### src/rtl/shift_chain_ctrl_if.sv
// Word-side handshake bundle for shift_chain_ctrl: load word in, captured word out,
// clear request and busy status.
interface shift_chain_ctrl_if #(
    parameter int DEPTH = 5
);
    logic             in_valid;
    logic             in_ready;
    logic [DEPTH-1:0] in_data;
    logic             clr_req;
    logic             out_valid;
    logic             out_ready;
    logic [DEPTH-1:0] out_data;
    logic             busy;

    modport master (
        output in_valid, in_data, clr_req, out_ready,
        input  in_ready, out_valid, out_data, busy
    );

    modport slave (
        input  in_valid, in_data, clr_req, out_ready,
        output in_ready, out_valid, out_data, busy
    );
endinterface

### src/rtl/shift_chain_ctrl.sv
// Serial loader/unloader for an external DEPTH-bit CE/sync-reset shift chain,
// with a timed synchronous clear of the chain.
//
// state | meaning
// IDLE  | ready for a word or a clear request; chain frozen
// CLEAR | chain held in sync reset for CLR_CYCLES cycles
// SHIFT | new word shifted in MSB first while old contents shift out
// DONE  | captured old contents offered on out_data until taken
module shift_chain_ctrl #(
    parameter int DEPTH      = 5,
    parameter int CLR_CYCLES = 2
) (
    input  logic              clk,
    input  logic              rst,
    shift_chain_ctrl_if.slave bus,
    output logic              sh_cen,
    output logic              sh_rst,
    output logic              sh_din,
    input  logic              sh_dout
);
    localparam int CW = $clog2(DEPTH);
    localparam int TW = (CLR_CYCLES > 1) ? $clog2(CLR_CYCLES) : 1;
    localparam logic [CW-1:0] CNT_LAST = CW'(DEPTH - 1);
    localparam logic [TW-1:0] CLR_LOAD = TW'(CLR_CYCLES - 1);

    localparam logic [1:0] IDLE  = 2'd0;
    localparam logic [1:0] CLEAR = 2'd1;
    localparam logic [1:0] SHIFT = 2'd2;
    localparam logic [1:0] DONE  = 2'd3;

    logic [1:0]       state_q, state_d;
    logic [CW-1:0]    cnt_q, cnt_d;
    logic [TW-1:0]    tmr_q, tmr_d;
    logic [DEPTH-1:0] word_q, word_d;
    logic [DEPTH-1:0] out_q, out_d;

    always_comb begin
        state_d = state_q;
        cnt_d   = cnt_q;
        tmr_d   = tmr_q;
        word_d  = word_q;
        out_d   = out_q;
        case (state_q)
            IDLE: begin
                if (bus.clr_req) begin
                    state_d = CLEAR;
                    tmr_d   = CLR_LOAD;
                end else if (bus.in_valid) begin
                    state_d = SHIFT;
                    word_d  = bus.in_data;
                    cnt_d   = '0;
                    out_d   = '0;
                end
            end
            CLEAR: begin
                // down-counter: terminal count of zero ends the clear
                if (tmr_q == '0) begin
                    state_d = IDLE;
                end else begin
                    tmr_d = tmr_q - 1'b1;
                end
            end
            SHIFT: begin
                // word register shifts left so its MSB is always the bit to send
                out_d  = {out_q[DEPTH-2:0], sh_dout};
                word_d = {word_q[DEPTH-2:0], 1'b0};
                if (cnt_q == CNT_LAST) begin
                    state_d = DONE;
                end else begin
                    cnt_d = cnt_q + 1'b1;
                end
            end
            DONE: begin
                if (bus.out_ready) begin
                    state_d = IDLE;
                end
            end
            default: state_d = IDLE;
        endcase
    end

    always_ff @(posedge clk or posedge rst) begin
        if (rst) begin
            state_q <= IDLE;
            cnt_q   <= '0;
            tmr_q   <= '0;
            word_q  <= '0;
            out_q   <= '0;
        end else begin
            state_q <= state_d;
            cnt_q   <= cnt_d;
            tmr_q   <= tmr_d;
            word_q  <= word_d;
            out_q   <= out_d;
        end
    end

    assign bus.in_ready  = (state_q == IDLE);
    assign bus.out_valid = (state_q == DONE);
    assign bus.busy      = (state_q != IDLE);
    assign bus.out_data  = out_q;
    assign sh_cen        = (state_q == CLEAR) || (state_q == SHIFT);
    assign sh_rst        = (state_q == CLEAR);
    assign sh_din        = (state_q == SHIFT) && word_q[DEPTH-1];
endmodule
### src/flat_wrapper.sv
// flat-port wrapper written by rule: the top's interface ports become plain ports
module shift_chain_ctrl_flat 
#(
    parameter int DEPTH      = 5,
    parameter int CLR_CYCLES = 2
)
  (clk, rst, sh_cen, sh_rst, sh_din, sh_dout, bus_in_valid, bus_in_data, bus_clr_req, bus_out_ready, bus_in_ready, bus_out_valid, bus_out_data, bus_busy);
  shift_chain_ctrl_if #(.DEPTH(DEPTH)) bus_i ();
  input  logic clk;
  input  logic rst;
  output logic sh_cen;
  output logic sh_rst;
  output logic sh_din;
  input  logic sh_dout;
  input wire logic [$bits(bus_i.in_valid)-1:0] bus_in_valid;
  input wire logic [$bits(bus_i.in_data)-1:0] bus_in_data;
  input wire logic [$bits(bus_i.clr_req)-1:0] bus_clr_req;
  input wire logic [$bits(bus_i.out_ready)-1:0] bus_out_ready;
  output wire logic [$bits(bus_i.in_ready)-1:0] bus_in_ready;
  output wire logic [$bits(bus_i.out_valid)-1:0] bus_out_valid;
  output wire logic [$bits(bus_i.out_data)-1:0] bus_out_data;
  output wire logic [$bits(bus_i.busy)-1:0] bus_busy;
  assign bus_i.in_valid = bus_in_valid;
  assign bus_i.in_data = bus_in_data;
  assign bus_i.clr_req = bus_clr_req;
  assign bus_i.out_ready = bus_out_ready;
  assign bus_in_ready = bus_i.in_ready;
  assign bus_out_valid = bus_i.out_valid;
  assign bus_out_data = bus_i.out_data;
  assign bus_busy = bus_i.busy;
  shift_chain_ctrl #(.DEPTH(DEPTH), .CLR_CYCLES(CLR_CYCLES)) u_core (.clk(clk), .rst(rst), .bus(bus_i), .sh_cen(sh_cen), .sh_rst(sh_rst), .sh_din(sh_din), .sh_dout(sh_dout));
endmodule
### config.mk
export PLATFORM = sky130hd
export DESIGN_NAME = shift_chain_ctrl_flat
export DESIGN_NICKNAME = d
export VERILOG_FILES = /design/src/rtl/shift_chain_ctrl_if.sv /design/src/rtl/shift_chain_ctrl.sv /design/src/flat_wrapper.sv
export SDC_FILE = /design/constraint.sdc
export NUM_CORES = 1
export LEC_CHECK = 0
export BUFFER_PORTS_ARGS = -buffer_cell sky130_fd_sc_hd__buf_2
export CORE_MARGIN = 3
export CORE_UTILIZATION = 36
export CTS_BUF_LIST = sky130_fd_sc_hd__clkbuf_4
export DETAILED_ROUTE_END_ITERATION = 10
export PLACE_DENSITY_LB_ADDON = 0.08
export SETUP_SLACK_MARGIN = 0.5
export SLEW_MARGIN = 20
export SYNTH_ARGS = -nofsm -noshare
export SYNTH_HDL_FRONTEND = slang
export SYNTH_SLANG_ARGS = --single-unit
### constraint.sdc
create_clock -name clk -period 2.3 [get_ports clk]
set_input_delay 0.23 -clock clk [delete_from_list [all_inputs] [get_ports clk]]
set_output_delay 0.23 -clock clk [all_outputs]
set_load 0.005 [all_outputs]
==> results of run 1 <==
area by class of cell:
type / instances / area share [%]
multi-input cells: 56 / 46.7
flip-flops and latches: 16 / 32.5
repair buffers: 27 / 12.2
inverters: 12 / 3.66
well taps: 30 / 3.05
clock buffers: 3 / 1.83
worst max path at each step:
stage | slack (ns) | from | cells past startpoint | end
2_1_floorplan | 0.65 | u_core.state_q[0]$_DFFE_PP0P_ | 7 | u_core.word_q[0]$_DFFE_PP0P_
3_3_place_gp | 0.44 | u_core.state_q[0]$_DFFE_PP0P_ | 6 | u_core.bus.out_data[1]$_DFFE_PP0P_
3_5_place_dp | 0.42 | u_core.state_q[0]$_DFFE_PP0P_ | 6 | u_core.bus.out_data[1]$_DFFE_PP0P_
4_1_cts | 0.51 | u_core.state_q[0]$_DFFE_PP0P_ | 6 | u_core.word_q[4]$_DFFE_PP0P_
5_1_grt | 0.52 | u_core.state_q[0]$_DFFE_PP0P_ | 6 | u_core.word_q[3]$_DFFE_PP0P_
6_report | 0.60 | u_core.state_q[1]$_DFFE_PP0P_ | 6 | u_core.state_q[1]$_DFFE_PP0P_
timing repair:
| item | CTS | global route |
|---|---|---|
| buffers inserted | 2 | 2 |
| resized for setup | 2 | 5 |
| setup endpoints to repair | 13 | 11 |
| pin swaps | 1 | 0 |
layout by cell type (no fill, tap or decap), drive strengths merged:
cell type,instances
a21oi,2
ha,7
o21ai,1
nor3b,2
buf,27
nand2,7
nand2b,1
a211oi,3
inv,12
a2111oi,2
nor2,1
a22o,1
o2bb2ai,3
nor2b,4
a2bb2oi,1
nand4b,1
a21boi,2
clkbuf,3
mux2,10
and2,2
mux2i,6
dfrtp,16
stage by stage:
stage / setup WS [ns] / util (%) / std cells / power [uW] / hold WS, ns
2_1_floorplan: 0.655 / - / 87 / 1160 / 0.144
3_3_place_gp: 0.440 / 44.4 / 137 / 1320 / 0.356
3_5_place_dp: 0.422 / 44.4 / 137 / 1330 / 0.371
4_1_cts: 0.510 / 46.2 / 142 / 1540 / 0.0402
5_1_grt: 0.521 / 47.5 / 144 / 1690 / 0.0500
6_report: 0.596 / 47.5 / 144 / 1560 / 0.0217
kinds of logic after synthesis:
| kind of cell | after synthesis | share of synthesized area, % |
|---|---|---|
| multiplexers | 16 | 18.7 |
| AO/OA/AOI/OAI | 15 | 15.1 |
| AND/OR/NAND/NOR | 18 | 11.0 |
| buffers and inverters | 15 | 7.68 |
| adder cells (fa/ha/maj) | 7 | 8.54 |
| flip-flops | 16 | 39.0 |
registers in the layout (all words and copies together) (netlist names):
signal               flops
u_core.bus.out_data      5
u_core.word_q            5
u_core.cnt_q             3
u_core.state_q           2
u_core.tmr_q             1
power by group:
part / internal (uW) / switching [uW]
clock: 60.7 / 84.8
sequential: 383 / 74.7
combinational: 532 / 422
metal layers:
metal  global-route usage [%]  up-vias  share of wire (%)
met3                     3.92        2                5.0
met4                     3.88        0               0.79
met1                     17.0      303                 51
met2                     17.0       12                 43
li1                         -      356                  -
met5                        0        -                  0
critical path, cell delays in order, from the launching register on:
cell and delay, ns:
dfrtp_1 0.42, buf_4 0.15, ha_4 0.17, buf_4 0.18, a21boi_4 0.17, a2111oi_4 0.38
o2bb2ai_1 0.12
==> results.py, run 1 <==
metrics = {
    "floorplan": {
        "fp.dieArea_um2": 3530,
        "rows": 18,
        "core_area_um2": 2590,
        "boundaryPins": 22,
        "dieWidth_um": 59.4,
        "fp.dieH_um": 59.4,
        "initial_core_util_pct": 39.6,
    },
    "sta": {
        "layout_min_cycle_time_ns": 1.70,
        "report.final.slew_viol_count": 0,
        "hold_viol_final": 0,
        "rsz0062_at_grt": "no",
        "worstMarginPinSlew_ns": 0.644,
        "max_freq_ghz": 0.587,
        "period_share_pct": 74.1,
        "relSlewSlack_pct": 57.0,
        "setup_viol": 0,
        "fin_setup_tns_ns": 0,
        "finClkSkew_ns": 0.00213,
    },
    "synthesis": {
        "ys_warn_count": 0,
        "syn_nets": 105,
        "synth_ff_type": "dfrtp_1",
        "synthCells": 87,
        "synth_top_cell_by_area": "dfrtp_1",
        "ys_async_sr_fraction_pct": 100,
        "ys_ff_latch": 16,
        "yosysMostFrequentCell": "dfrtp_1",
        "synth_edf_count": 0,
        "synth_top_area_share_pct": 39.0,
        "ys_seq_area_share_pct": 39.0,
        "ys_types": 26,
        "syn_area_um2": 1030,
        "netlist_top_cells_count": "dfrtp_1, inv_1, ha_1, nand2_1, mux2i_1",
        "synthTopCellsByArea": "dfrtp_1, ha_1, mux2_4, mux2i_1, mux2_2",
        "avgSynthCellArea_um2": 11.8,
    },
    "grt": {
        "overflow": 0,
        "grt_usage_pct": 12.0,
        "antenna_found_initial": 0,
        "grt_pass1_vias": 653,
        "grt_max_degree": 17,
        "grt_pass1_wl_um": 3100,
    },
    "final_layout": {
        "fillCellCount": 243,
        "fin_area_um2": 1230,
        "layout.nets": 134,
        "multiInputGateArea_um2": 576,
        "area_delta_synth_final_pct": 20.0,
        "final_layout_size_suffix_gt1_share_pct": 45.6,
        "num_antenna_cells": 0,
        "register_area_um2": 400,
    },
    "cts": {
        "cts_tree": "done",
        "numClockSinks": 16,
        "clk_pin_slew_ns": 0.09,
        "cts-root-buf": "clkbuf_4",
        "clock_path_buffers": 2,
        "htree_levels": 1,
        "numCtsBuffers": 3,
        "cts_hold_buf": 0,
        "worstSkewPairLatency_ns": 0.28,
    },
    "drt": {
        "detail-route-antenna-nets": 0,
        "wirelength_um": 1890,
        "dr.pass1.iters": 2,
        "routedWlPerCell_um": 13.1,
        "route.detailed.drc": 0,
        "vias_per_cell": 4.67,
        "vias": 673,
        "detail_route.iter0.violations": 25,
    },
    "power_and_ir_drop": {
        "power_leakage_uw": 0.000606,
        "ir_worst_vdd_mv": 0.609,
        "power-per-cell-area_nw_per_um2": 1270,
    },
    "placement": {
        "place_area_um2": 1150,
        "io_buffers": 21,
        "place.gp.congestion": 0.743,
        "hpwl_um": 1410,
    },
    "worst_setup_path": {
        "timing.rr.start": "u_core.state_q[1]$_DFFE_PP0P_",
        "rrSetupSlack_ns": 0.60,
        "worstSetupPathType": "flip-flop to flip-flop",
        "reg2reg_to": "u_core.state_q[1]$_DFFE_PP0P_",
        "cp.required_ns": 2.46,
        "cp-end-kind": "flip-flop",
        "start_kind": "flip-flop",
        "crit_fanout": 12,
        "reg2regPathDepth": 6,
        "cp.arrival_ns": 1.87,
    },
    "status": {
        "status": "complete, no violations",
    },
    "hold_path": {
        "hp-class": "input pin to async pin",
    },
    "run": {
        "drv_cap": 0,
    },
}
(Power assumes the default switching activity.)
==> run 2, diff against run 1 <==
- clock period: 2.3 -> 1.7 ns (I/O delays scaled with it)
==> run 2 against run 1 <==
Net effect:
- routed wire length increased by 13%
- first-iteration DRC count shrank 40%
- worst setup slack worse by 0.47 ns
- die area is the same
- largest cell class unchanged
- largest power group unchanged
- highest routed layer unchanged
==> results.py, run 2 (synthesis results as in run 1) <==
metrics = {
    "drt": {
        "route.detailed.drc": 0,
        "vias_per_cell": 4.85,
        "detail_route.iter0.violations": 15,
        "vias": 767,
        "detail-route-antenna-nets": 0,
        "routedWlPerCell_um": 13.6,
        "wirelength_um": 2140,
        "dr.pass1.iters": 3,
    },
    "final_layout": {
        "final_util_pct": 57.3,
        "fillCellCount": 225,
        "layout.nets": 147,
        "num_antenna_cells": 0,
        "fin_area_um2": 1490,
        "mostFrequentLayoutCells": "buf_2, dfrtp_1, buf_4, inv_1",
        "final_common_cell": "buf_2",
        "area_delta_synth_final_pct": 44.8,
        "final_layout_size_suffix_gt1_share_pct": 59.4,
    },
    "power_and_ir_drop": {
        "p_int_uw": 1780,
        "power_leakage_uw": 0.000712,
        "combPwrFrac_pct": 69.7,
        "power-per-cell-area_nw_per_um2": 1850,
        "sw_frac_of_total_pct": 35.3,
        "clkPwrFrac_pct": 7.8,
        "p_seq_share_pct": 22.5,
        "switching_power_uw": 971,
        "ir_worst_vdd_mv": 1.21,
    },
    "worst_setup_path": {
        "reg2regPathDepth": 7,
        "start_kind": "flip-flop",
        "cpPeakStageDelay_ns": 0.37,
        "path_common_cell": "buf_12",
        "timing.rr.start": "u_core.state_q[0]$_DFFE_PP0P_",
        "cp.arrival_ns": 1.75,
        "rrSetupSlack_ns": 0.13,
        "crit_fanout": 7,
        "cp-end-kind": "flip-flop",
        "reg2reg_to": "u_core.word_q[4]$_DFFE_PP0P_",
        "crit_chain": "inv_2, buf_12, ha_4, and2_4, o21ai_4, buf_12, mux2_4",
        "crit_path_start": "u_core.state_q[0]$_DFFE_PP0P_",
        "cp.required_ns": 1.88,
        "crit_slowest_cell": "dfrtp_1",
        "worstSetupPathType": "flip-flop to flip-flop",
    },
    "placement": {
        "io_buffers": 21,
        "place_area_um2": 1200,
        "place.gp.congestion": 0.687,
        "hpwl_um": 1390,
    },
    "grt": {
        "met2_usage_pct": 21.1,
        "grt_pass1_vias": 800,
        "met3_usage_pct": 2.18,
        "overflow": 0,
        "busiest_layer": "met2",
        "grt_pass1_wl_um": 3570,
        "grt_usage_pct": 13.5,
        "grtUsageMet1_pct": 18.6,
        "grt_max_degree": 17,
        "antenna_found_initial": 0,
    },
    "sta": {
        "worstMarginPinSlew_ns": 0.645,
        "finClkSkew_ns": 0.00147,
        "rsz0062_at_grt": "yes",
        "fin_hold_ws_ns": 0.124,
        "hold_viol_final": 0,
        "period_share_pct": 92.3,
        "report.final.slew_viol_count": 0,
        "layout_min_cycle_time_ns": 1.57,
        "relSlewSlack_pct": 57.0,
        "max_freq_ghz": 0.637,
        "setup_viol": 0,
        "fin_setup_tns_ns": 0,
    },
    "cts": {
        "clk_pin_slew_ns": 0.10,
        "cts_tree": "done",
        "numCtsBuffers": 3,
        "numClockSinks": 16,
        "htree_levels": 1,
        "worstSkewPairLatency_ns": 0.28,
        "cts-root-buf": "clkbuf_4",
        "clock_path_buffers": 2,
    },
    "floorplan": {
        "rows": 18,
        "boundaryPins": 22,
        "core_area_um2": 2590,
        "fp.dieH_um": 59.4,
        "initial_core_util_pct": 39.6,
        "dieWidth_um": 59.4,
        "fp.dieArea_um2": 3530,
    },
    "hold_path": {
        "worstHoldPathCells": 3,
        "holdPathEnd": "u_core.bus.out_data[0]$_DFFE_PP0P_",
        "worstHoldStart": "sh_dout",
        "hp-class": "input pin to flip-flop",
    },
    "run": {
        "drv_cap": 0,
    },
    "status": {
        "status": "complete, no violations",
    },
}
-- run 2: cell count changes in the layout (fill, tap and decap cells not counted), sizes merged --
cell         delta
buf            +12
clkinv          +1
dlygate4sd3     +1
-- run 2: metal layers --
| layer | vias to the layer above | share of wire, % |
|---|---|---|
| met5 | - | 0 |
| met1 | 369 | 48 |
| met3 | 2 | 3.4 |
| met4 | 0 | 0.61 |
| met2 | 12 | 48 |
| li1 | 384 | - |
-- run 2: final cells by class --
| type | instances | area [um2] | share of cell area (%) |
|---|---|---|---|
| repair buffers | 40 | 334 | 22.5 |
| flip-flops and latches | 16 | 400 | 27.0 |
| well taps | 30 | 37.5 | 2.53 |
| inverters | 12 | 47.5 | 3.20 |
| clock inverters | 1 | 3.75 | 0.253 |
| multi-input cells | 56 | 639 | 43.0 |
| clock buffers | 3 | 22.5 | 1.52 |
-- run 2: how the worst max path moves through the flow --
stage,to,slack [ns],cells past startpoint
after global routing,u_core.bus.out_data[1]$_DFFE_PP0P_,0.07,8
final,u_core.word_q[4]$_DFFE_PP0P_,0.13,7
after CTS,u_core.word_q[2]$_DFFE_PP0P_,0.13,7
after detailed placement,u_core.word_q[2]$_DFFE_PP0P_,0.08,6
after floorplan,u_core.word_q[0]$_DFFE_PP0P_,0.13,7
after global placement,u_core.word_q[2]$_DFFE_PP0P_,0.09,6
-- run 2: power groups by stage --
stage          clock network, uW  registers, uW  logic, uW
4_1_cts                      226            617       1840
3_5_place_dp                   0            636       1290
3_3_place_gp                   0            629       1290
5_1_grt                      242            636       2080
2_1_floorplan                  0            612       1030
6_report                     214            618       1920
-- run 2: stage by stage --
step	setup WS, ns	total power [uW]	instances
after detailed placement	0.0770	1930	138
after global placement	0.0856	1920	138
after global routing	0.0657	2960	158
final	0.131	2750	158
after floorplan	0.130	1640	87
after CTS	0.133	2680	157
-- run 2: repair_timing --
item | in CTS | in global routing
gates cloned | 0 | 0
hold buffers | 1 | 0
setup buffers | 14 | 1
pin swaps | 9 | 5
setup endpoints to repair | 22 | 22
endpoints found under the hold margin | 16 | 0
gates resized for setup | 16 | 7
-- run 2: worst max-delay path: cells and delay by family, from the launching register on --
family	cells	cell delay, ns
buf+inv	3	0.36
mux	1	0.29
flops	1	0.37
compound gates	1	0.13
fa+ha+maj	1	0.17
simple gates	1	0.14
==> run 3, diff against run 2 <==
- CORE_UTILIZATION: 36 -> 60
- clock period: 1.7 -> 1.9 ns (I/O delays scaled with it)
==> run 3 against run 2 <==
Net effect:
- routed wire length rose by 15%
- register-to-register slack better by 0.19 ns
- cell area fell by 9.9%
==> results.py, run 3 (synthesis results as in run 1) <==
metrics = {
    "worst_setup_path": {
        "cp-end-kind": "flip-flop",
        "cp.arrival_ns": 1.78,
        "timing.rr.start": "u_core.state_q[0]$_DFFE_PP0P_",
        "cp.required_ns": 2.09,
        "crit_chain": "inv_2, ha_4, buf_6, mux2_2, mux2_4",
        "crit_fanout": 5,
        "reg2regPathDepth": 5,
        "reg2reg_to": "u_core.word_q[2]$_DFFE_PP0P_",
        "start_kind": "flip-flop",
        "crit_slowest_cell": "dfrtp_1",
        "rrSetupSlack_ns": 0.32,
        "worstSetupPathType": "flip-flop to flip-flop",
        "cpPeakStageDelay_ns": 0.41,
    },
    "placement": {
        "io_buffers": 21,
        "place.gp.congestion": 0.826,
        "hpwl_um": 1440,
    },
    "drt": {
        "dr.pass1.iters": 4,
        "route.detailed.drc": 0,
        "routedWlPerCell_um": 18.2,
        "vias_per_cell": 5.76,
        "detail-route-antenna-nets": 0,
        "vias": 784,
        "wirelength_um": 2470,
        "detail_route.iter0.violations": 13,
    },
    "cts": {
        "numClockSinks": 16,
        "cts_tree": "done",
        "cts-root-buf": "clkbuf_4",
        "clk_pin_slew_ns": 0.10,
        "numCtsBuffers": 3,
        "clock_path_buffers": 2,
        "worstSkewPairLatency_ns": 0.30,
        "htree_levels": 1,
    },
    "sta": {
        "report.final.slew_viol_count": 0,
        "max_freq_ghz": 0.631,
        "fin_setup_tns_ns": 0,
        "worstMarginPinSlew_ns": 0.594,
        "setup_viol": 0,
        "relSlewSlack_pct": 60.3,
        "rsz0062_at_grt": "yes",
        "layout_min_cycle_time_ns": 1.58,
        "fin_hold_ws_ns": 0.145,
        "finClkSkew_ns": 0.00709,
        "period_share_pct": 83.4,
        "hold_viol_final": 0,
    },
    "grt": {
        "antenna_found_initial": 0,
        "grt_pass1_wl_um": 3280,
        "grt_max_degree": 17,
        "grt_usage_pct": 22.0,
        "grt_pass1_vias": 751,
        "overflow": 0,
    },
    "floorplan": {
        "fp.dieH_um": 47.4,
        "rows": 14,
        "initial_core_util_pct": 65.8,
        "core_area_um2": 1560,
        "fp.dieArea_um2": 2240,
        "boundaryPins": 22,
        "dieWidth_um": 47.4,
    },
    "final_layout": {
        "area_delta_synth_final_pct": 30.4,
        "num_antenna_cells": 0,
        "final_util_pct": 85.8,
        "final_common_cell": "buf_2",
        "fillCellCount": 84,
        "final_layout_size_suffix_gt1_share_pct": 54.2,
        "mostFrequentLayoutCells": "buf_2, dfrtp_1, inv_1, nand2_1, mux2i_1",
        "layout.nets": 139,
    },
    "status": {
        "status": "complete, no violations",
    },
    "power_and_ir_drop": {
        "power-per-cell-area_nw_per_um2": 1660,
        "ir_worst_vdd_mv": 1.22,
        "power_leakage_uw": 0.000654,
    },
    "run": {
        "drv_cap": 0,
    },
    "hold_path": {
        "holdPathEnd": "u_core.bus.out_data[0]$_DFFE_PP0P_",
        "hp-class": "input pin to flip-flop",
        "worstHoldStart": "sh_dout",
        "worstHoldPathCells": 3,
    },
}
run 3: timing repair:
item                                   4_1_cts  5_1_grt
setup endpoints to repair                   19       21
hold buffers                                 1        0
buffers inserted                             8        1
pin swaps                                    3        5
endpoints found under the hold margin       16        0
gates resized for setup                      9       10
cloned                                       0        0
run 3: routing by layer:
metal  up-vias  GRT usage (%)  wire length (um)
met5         -              0                 0
met4         0           11.6                62
met3         9           5.75               133
met2        32           36.6              1270
met1       379           25.5              1000
li1        364              -                 -
run 3: layout make-up:
class	instances	area, um2	share of cell area (%)
flip-flops and latches	16	402	30.0
repair buffers	32	224	16.7
inverters	12	47.5	3.55
well taps	16	20.0	1.50
clock inverters	1	3.75	0.281
clock buffers	3	22.5	1.68
multi-input cells	56	618	46.2
run 3: power by group:
part           internal (uW)  switching [uW]  leakage, uW  total (uW)
logic                    809             648     0.000434        1460
clock network           76.6             118    0.0000154         195
registers                466            99.0     0.000204         565
run 3: through the flow:
stage,total power (uW),cell area (um2),setup slack [ns],cells
after floorplan,1460,1060,0.327,87
after global routing,2340,1340,0.277,136
after detailed placement,1700,1170,0.250,122
final,2220,1340,0.316,136
after global placement,1660,1170,0.285,122
after CTS,2080,1290,0.308,135
run 3: worst max-delay path: cells and delay by family, from the launching register on:
kind                     cells  cell delay, ns
multiplexers                 2            0.60
buffers and inverters        2            0.27
flip-flops                   1            0.41
adder cells (fa/ha/maj)      1            0.20
run 3: worst max-delay path by stage:
stage,startpoint,end,depth (start not counted)
floorplan,u_core.state_q[0]$_DFFE_PP0P_,u_core.word_q[0]$_DFFE_PP0P_,7
global placement,u_core.state_q[0]$_DFFE_PP0P_,u_core.word_q[2]$_DFFE_PP0P_,6
detailed placement,u_core.state_q[0]$_DFFE_PP0P_,u_core.word_q[3]$_DFFE_PP0P_,6
CTS,u_core.state_q[1]$_DFFE_PP0P_,u_core.word_q[3]$_DFFE_PP0P_,6
global route,u_core.state_q[0]$_DFFE_PP0P_,u_core.cnt_q[0]$_DFFE_PP0P_,6
finish,u_core.state_q[0]$_DFFE_PP0P_,u_core.word_q[2]$_DFFE_PP0P_,5
